## config.mk

```make
export PLATFORM = sky130hd
export DESIGN_NAME = enc_secded_stream
export DESIGN_NICKNAME = d
export VERILOG_FILES = /design/src/rtl/enc_secded_stream.sv
export SDC_FILE = /design/constraint.sdc
export NUM_CORES = 1
export LEC_CHECK = 0
export CAP_MARGIN = 25
export CORE_MARGIN = 5
export CORE_UTILIZATION = 51
export DETAILED_ROUTE_END_ITERATION = 10
export GPL_TIMING_DRIVEN = 0
export HOLD_SLACK_MARGIN = 0.03
export PLACE_DENSITY = 0.79
export SLEW_MARGIN = 20
export SYNTH_ARGS = -nofsm -noshare
export SYNTH_HDL_FRONTEND = slang
export SYNTH_SLANG_ARGS = --single-unit
export TNS_END_PERCENT = 10
```

## constraint.sdc

```tcl
create_clock -name clk -period 1.9 [get_ports clk]
set_input_delay 0.57 -clock clk [delete_from_list [all_inputs] [get_ports clk]]
set_output_delay 0.57 -clock clk [all_outputs]
set_load 0.01 [all_outputs]
```

## src/rtl/enc_secded_stream.sv

```systemverilog
// enc_secded_stream: two-stage pipelined SECDED (extended Hamming) encoder on a
// valid/ready stream, with one-shot codeword error injection and a saturating
// delivered-word counter.
module enc_secded_stream #(
  parameter  int DATA_W = 11,
  parameter  int CNT_W  = 16,
  // Smallest p with 2^p >= DATA_W+p+1, valid over DATA_W 1..120.
  localparam int P      = (DATA_W <= 1)  ? 2 :
                          (DATA_W <= 4)  ? 3 :
                          (DATA_W <= 11) ? 4 :
                          (DATA_W <= 26) ? 5 :
                          (DATA_W <= 57) ? 6 : 7,
  localparam int PAR_W  = P + 1,
  localparam int CW     = DATA_W + PAR_W
) (
  input  logic              clk,
  input  logic              rst_n,
  input  logic              in_valid,
  output logic              in_ready,
  input  logic [DATA_W-1:0] in_data,
  input  logic              inj_arm,
  input  logic [CW-1:0]     inj_mask,
  output logic              inj_pending,
  output logic              out_valid,
  input  logic              out_ready,
  output logic [CW-1:0]     out_code,
  output logic [PAR_W-1:0]  out_parity,
  input  logic              clr_cnt,
  output logic [CNT_W-1:0]  word_cnt
);

  logic              s1_valid_q, s1_valid_d;
  logic [DATA_W-1:0] s1_data_q;
  logic [CW-1:0]     s1_mask_q;
  logic              out_valid_q;
  logic [CW-1:0]     out_code_q;
  logic [PAR_W-1:0]  out_parity_q;
  logic              inj_pending_q, inj_pending_d;
  logic [CW-1:0]     inj_mask_q, inj_mask_d;
  logic [CNT_W-1:0]  word_cnt_q, word_cnt_d;

  logic              en;
  logic              ready;
  logic              accept;
  logic [CW-1:0]     word_mask;
  logic [CW-1:0]     enc_code;
  logic [PAR_W-1:0]  enc_par;

  // Handshake: S2 advances when empty or drained; S1 accepts when it can move on.
  always_comb begin
    en         = !out_valid_q || out_ready;
    ready      = !s1_valid_q || en;
    accept     = in_valid && ready;
    s1_valid_d = ready ? in_valid : s1_valid_q;
    // A same-cycle arm takes priority over a stored mask for the word being accepted.
    word_mask  = inj_arm ? inj_mask : (inj_pending_q ? inj_mask_q : '0);
  end

  // Injection bookkeeping: an accept consumes any pending mask; otherwise arm (re)loads it.
  always_comb begin
    inj_pending_d = inj_pending_q;
    inj_mask_d    = inj_mask_q;
    if (accept) begin
      inj_pending_d = 1'b0;
    end else if (inj_arm) begin
      inj_pending_d = 1'b1;
      inj_mask_d    = inj_mask;
    end
  end

  // Encoder: scatter data into non-power-of-two positions, then fill check bits.
  always_comb begin
    int unsigned j;
    logic        hb;
    enc_code = '0;
    enc_par  = '0;
    j        = 0;
    hb       = 1'b0;
    for (int unsigned k = 1; k < CW; k++) begin
      if ((k & (k - 1)) != 0) begin
        enc_code[k] = s1_data_q[j];
        j++;
      end
    end
    // Check-bit positions are still zero here, so each Hamming bit sees only data.
    for (int unsigned i = 0; i < P; i++) begin
      hb = 1'b0;
      for (int unsigned k = 1; k < CW; k++) begin
        if (k[i]) hb = hb ^ enc_code[k];
      end
      enc_code[1 << i] = hb;
      enc_par[i]       = hb;
    end
    enc_par[P]  = ^enc_code;
    enc_code[0] = enc_par[P];
  end

  // Saturating counter of delivered codewords; clear wins over increment.
  always_comb begin
    word_cnt_d = word_cnt_q;
    if (clr_cnt) begin
      word_cnt_d = '0;
    end else if (out_valid_q && out_ready && (word_cnt_q != '1)) begin
      word_cnt_d = word_cnt_q + CNT_W'(1);
    end
  end

  // Stage 1: capture the accepted word together with its injection mask.
  always_ff @(posedge clk or negedge rst_n) begin
    if (!rst_n) begin
      s1_valid_q <= 1'b0;
      s1_data_q  <= '0;
      s1_mask_q  <= '0;
    end else begin
      s1_valid_q <= s1_valid_d;
      if (accept) begin
        s1_data_q <= in_data;
        s1_mask_q <= word_mask;
      end
    end
  end

  // Stage 2: register the (possibly corrupted) codeword and the clean check bits.
  always_ff @(posedge clk or negedge rst_n) begin
    if (!rst_n) begin
      out_valid_q  <= 1'b0;
      out_code_q   <= '0;
      out_parity_q <= '0;
    end else if (en) begin
      out_valid_q <= s1_valid_q;
      if (s1_valid_q) begin
        out_code_q   <= enc_code ^ s1_mask_q;
        out_parity_q <= enc_par;
      end
    end
  end

  // Injection state and word counter registers.
  always_ff @(posedge clk or negedge rst_n) begin
    if (!rst_n) begin
      inj_pending_q <= 1'b0;
      inj_mask_q    <= '0;
      word_cnt_q    <= '0;
    end else begin
      inj_pending_q <= inj_pending_d;
      inj_mask_q    <= inj_mask_d;
      word_cnt_q    <= word_cnt_d;
    end
  end

  assign in_ready    = ready;
  assign inj_pending = inj_pending_q;
  assign out_valid   = out_valid_q;
  assign out_code    = out_code_q;
  assign out_parity  = out_parity_q;
  assign word_cnt    = word_cnt_q;

endmodule

```

==> out/qor.log <==
[critical_path] Critical Setup Path Class reg -> reg
[global_routing] vias in the first global route 2656
[timing] # setup viols final 0
[global_routing] Overflow after GRT 0
[timing] unrepaired setup endpoints after global routing yes
[critical_path] arrival time of data at the critical path endpoint 2.13 ns
[timing] actual slew at the worst max-slew pin 0.513 ns
[die] num ports 73
[cells_and_area] Cell Count, Final, Fillers Out 517
[route] number of nets with antenna violations after detailed routing 0
[synth] number of distinct library cells after synthesis 35
[cells_and_area] area delta synth->final 31.0%
[placement] GPL Wtd Cong 0.855
[route] routed wire length 8.20 mm
[timing] worst clock skew 0.00844 ns
[synth] post-synth design cell area 3710 um2
[route] vias post-DR 2690
[global_routing] antenna violations before repair 0
[global_routing] All-Layer GR Usage 19.3%
[clock_network] CTS tree done
[placement] Detail Placement HPWL 6.06 mm
[route] routed wirelength normalized by instance count 15.9 um
[clock_network] clock sink total 83
[die] effective utilization at floorplan 51.8%
[pwr] VDD IR max 0.643 mV
[timing] final critical delay including setup and external delays 1.87 ns
[clock_network] clock insertion delay at the later pin of the skew report 0.34 ns
[timing] f_max 536 MHz
[pwr] leakage component of the power 2.20 nW
[timing] final number of max-transition violations 0
[min_path] classification of the worst-slack hold path in -> async
[clock_network] # hold bufs at CTS 0
[critical_path] type of element capturing the critical path flop
[route] Via density 5.20
[pwr] power consumption 5.21 mW
[route] number of DRC markers in iteration 0 111
[cells_and_area] most frequent cells in the layout sky130_fd_sc_hd__dfrtp_1, sky130_fd_sc_hd__clkdlybuf4s50_1, sky130_fd_sc_hd__nand2_1
[clock_network] # H-tree levels 3
[die] die height 95.3 um
[synth] Post-Synthesis Net Count 365
[clock_network] number of buffers created by CTS 9
[synth] EDFF count, synth 0
[synth] flop and latch count out of synthesis 83
[route] total DRC errors in the routed layout 0
[synth] fraction of the yosys area taken by sequential cells 55.9%
[die] number of rows in the core area 31
[synth] largest area contributor in the synthesized netlist sky130_fd_sc_hd__dfrtp_1
[critical_path] Worst EP required 2.17 ns
[cells_and_area] FILL cells 538
[clock_network] Clock Pin Slew Worst Setup and Hold Paths 0.08 ns
[cells_and_area] most common cell after layout, fill and taps aside sky130_fd_sc_hd__dfrtp_1
[synth] most used flip-flop cell after synthesis sky130_fd_sc_hd__dfrtp_1
[timing] hold violation total from the final report 0
[outcome] outcome complete, no violations
[cells_and_area] Non-Filler Cell Area, Final 4870 um2
[synth] synthesized netlist cell count 331
[timing] Slew HR 64.9%
[clock_network] worst-case clock buffer depth 2
[cells_and_area] Inserted Diodes 0
[timing] share of the cycle needed by the critical path after routing 98.2%
[placement] cell count after placement 502
[cells_and_area] proportion of layout cells with a drive suffix above 1 16.0%
[pwr] power density over the cells 1070 nW/um2
[die] total die area 9090 um2
[clock_network] Root Driver sky130_fd_sc_hd__clkbuf_8
[die] area of the placeable core 7180 um2
[synth] biggest area contributors in the synthesized netlist sky130_fd_sc_hd__dfrtp_1, sky130_fd_sc_hd__mux2_2, sky130_fd_sc_hd__xnor2_1, sky130_fd_sc_hd__o21ai_0, sky130_fd_sc_hd__nand2_1
[job] count of max-cap constraint violations 0
[synth] mean instance size in the synthesized netlist 11.2 um2
[synth] top-area cell type share of the netlist area 55.9%
[synth] async set-or-reset flop fraction in the synthesized netlist 100%
[critical_path] maximum fanout along the worst path 4
[placement] placed inst area 4580 um2
[synth] Warnings, synthesis 0
[global_routing] largest net degree at the start of global routing 47
[critical_path] sort of element at the start of the critical path flop
[route] drt first pass iters 5
[cells_and_area] post-layout net count 448
[placement] PortBufs 71
[timing] Hold Worst Slack 0.201 ns
[die] DIE WIDTH 95.3 um
[global_routing] first-pass GRT wire length 13.4 mm
==> cells in the mapped netlist, types with 3 or more instances <==
cell type                  count
sky130_fd_sc_hd__dfrtp_1      83
sky130_fd_sc_hd__o21ai_0      35
sky130_fd_sc_hd__a211oi_1      3
sky130_fd_sc_hd__xnor2_1      35
sky130_fd_sc_hd__a21oi_1       3
sky130_fd_sc_hd__clkbuf_1     12
sky130_fd_sc_hd__nor2_1       21
sky130_fd_sc_hd__buf_1         3
sky130_fd_sc_hd__nand2b_1      3
sky130_fd_sc_hd__xor2_1       11
sky130_fd_sc_hd__mux2_2       28
sky130_fd_sc_hd__a22oi_1      15
sky130_fd_sc_hd__nand3_1       5
sky130_fd_sc_hd__nand2_1      45
sky130_fd_sc_hd__nand4_1       3
==> critical path, stage by stage, from the launching register on <==
cell and delay (ns):
sky130_fd_sc_hd__dfrtp_1 0.45, sky130_fd_sc_hd__xnor2_1 0.19, sky130_fd_sc_hd__xnor3_2 0.48, sky130_fd_sc_hd__xnor3_1 0.40
sky130_fd_sc_hd__xor2_1 0.16, sky130_fd_sc_hd__o21ai_1 0.11
==> final timing paths <==
kind	start	endpoint	slack, ns	depth (start not counted)
worst max-delay path	s1_data_q[4]	out_code[0]	0.03	5
worst min-delay path	rst_n	word_cnt[3]	0.20	1
worst max register to register	s1_data_q[4]	out_code[0]	0.03	5
worst min register to register	out_code[6]	out_code[6]	0.49	2
max in group asynchronous	rst_n	s1_data_q[4]	1.10	2
min in group clk	out_code[6]	out_code[6]	0.49	2
==> routing by layer <==
layer / GRT usage [%] / routed length [um]
met4: 7.81 / 119
met5: 0 / 0
met1: 26.3 / 3780
met3: 3.00 / 307
met2: 30.8 / 3990
==> where the power goes <==
group          internal, mW  leakage, nW  total, mW  switching (mW)
Clock                 0.764        0.108       1.36           0.600
Sequential             2.09         1.03       2.32           0.231
Combinational         0.853         1.06       1.52           0.667
Total                  3.71         2.20       5.21            1.50
==> area by class of cell <==
cell class	count	area (um2)	share of cell area (%)
Clock buffer	10	138	2.83
Inverter	1	3.75	0.0771
Sequential cell	83	2080	42.8
Multi-Input combinational cell	230	1620	33.2
Buffer	15	65.1	1.34
Timing Repair Buffer	74	763	15.7
Tap cell	99	124	2.54
Clock inverter	5	77.6	1.59
==> state kept, by name (all words and copies together) (netlist names) <==
register and cells:
inj_pending 1, inj_mask_q 16, s1_valid_q 1, out_parity 5
out_valid 1, s1_data_q 11, word_cnt 16, s1_mask_q 16
out_code 16
==> kinds of logic (layout without fill, tap and decap cells) <==
kind of cell / count (synthesis) / in the layout / share of synthesized area, %
and+or+nand+nor: 89 / 89 / 10.6
DFF: 83 / 83 / 55.9
AOI/OAI and AO/OA: 62 / 62 / 10.1
xor gates and xnor gates: 48 / 48 / 12.1
muxes: 30 / 30 / 9.03
buffers and inverters: 18 / 105 / 1.89
adders and majority gates: 1 / 1 / 0.337
==> what timing repair did <==
action | CTS | global route
endpoints found under the hold margin | 0 | 0
resized for setup | 23 | 19
buffers inserted | 2 | 0
pin swaps | 2 | 0
endpoints found under the setup margin | 49 | 33
==> per-stage QoR <==
| stage | util, % | setup WS (ns) | TNS, ns |
|---|---|---|---|
| 5_1_grt | 67.8 | -0.0345 | -0.0345 |
| 2_1_floorplan | - | 0.0199 | 0 |
| 3_5_place_dp | 63.9 | -0.567 | -24.82 |
| 3_3_place_gp | 63.5 | -2.59 | -237.20 |
| 4_1_cts | 67.1 | 0.00265 | 0 |
| 6_report | 67.8 | 0.0333 | 0 |
(Power assumes the default switching activity.)
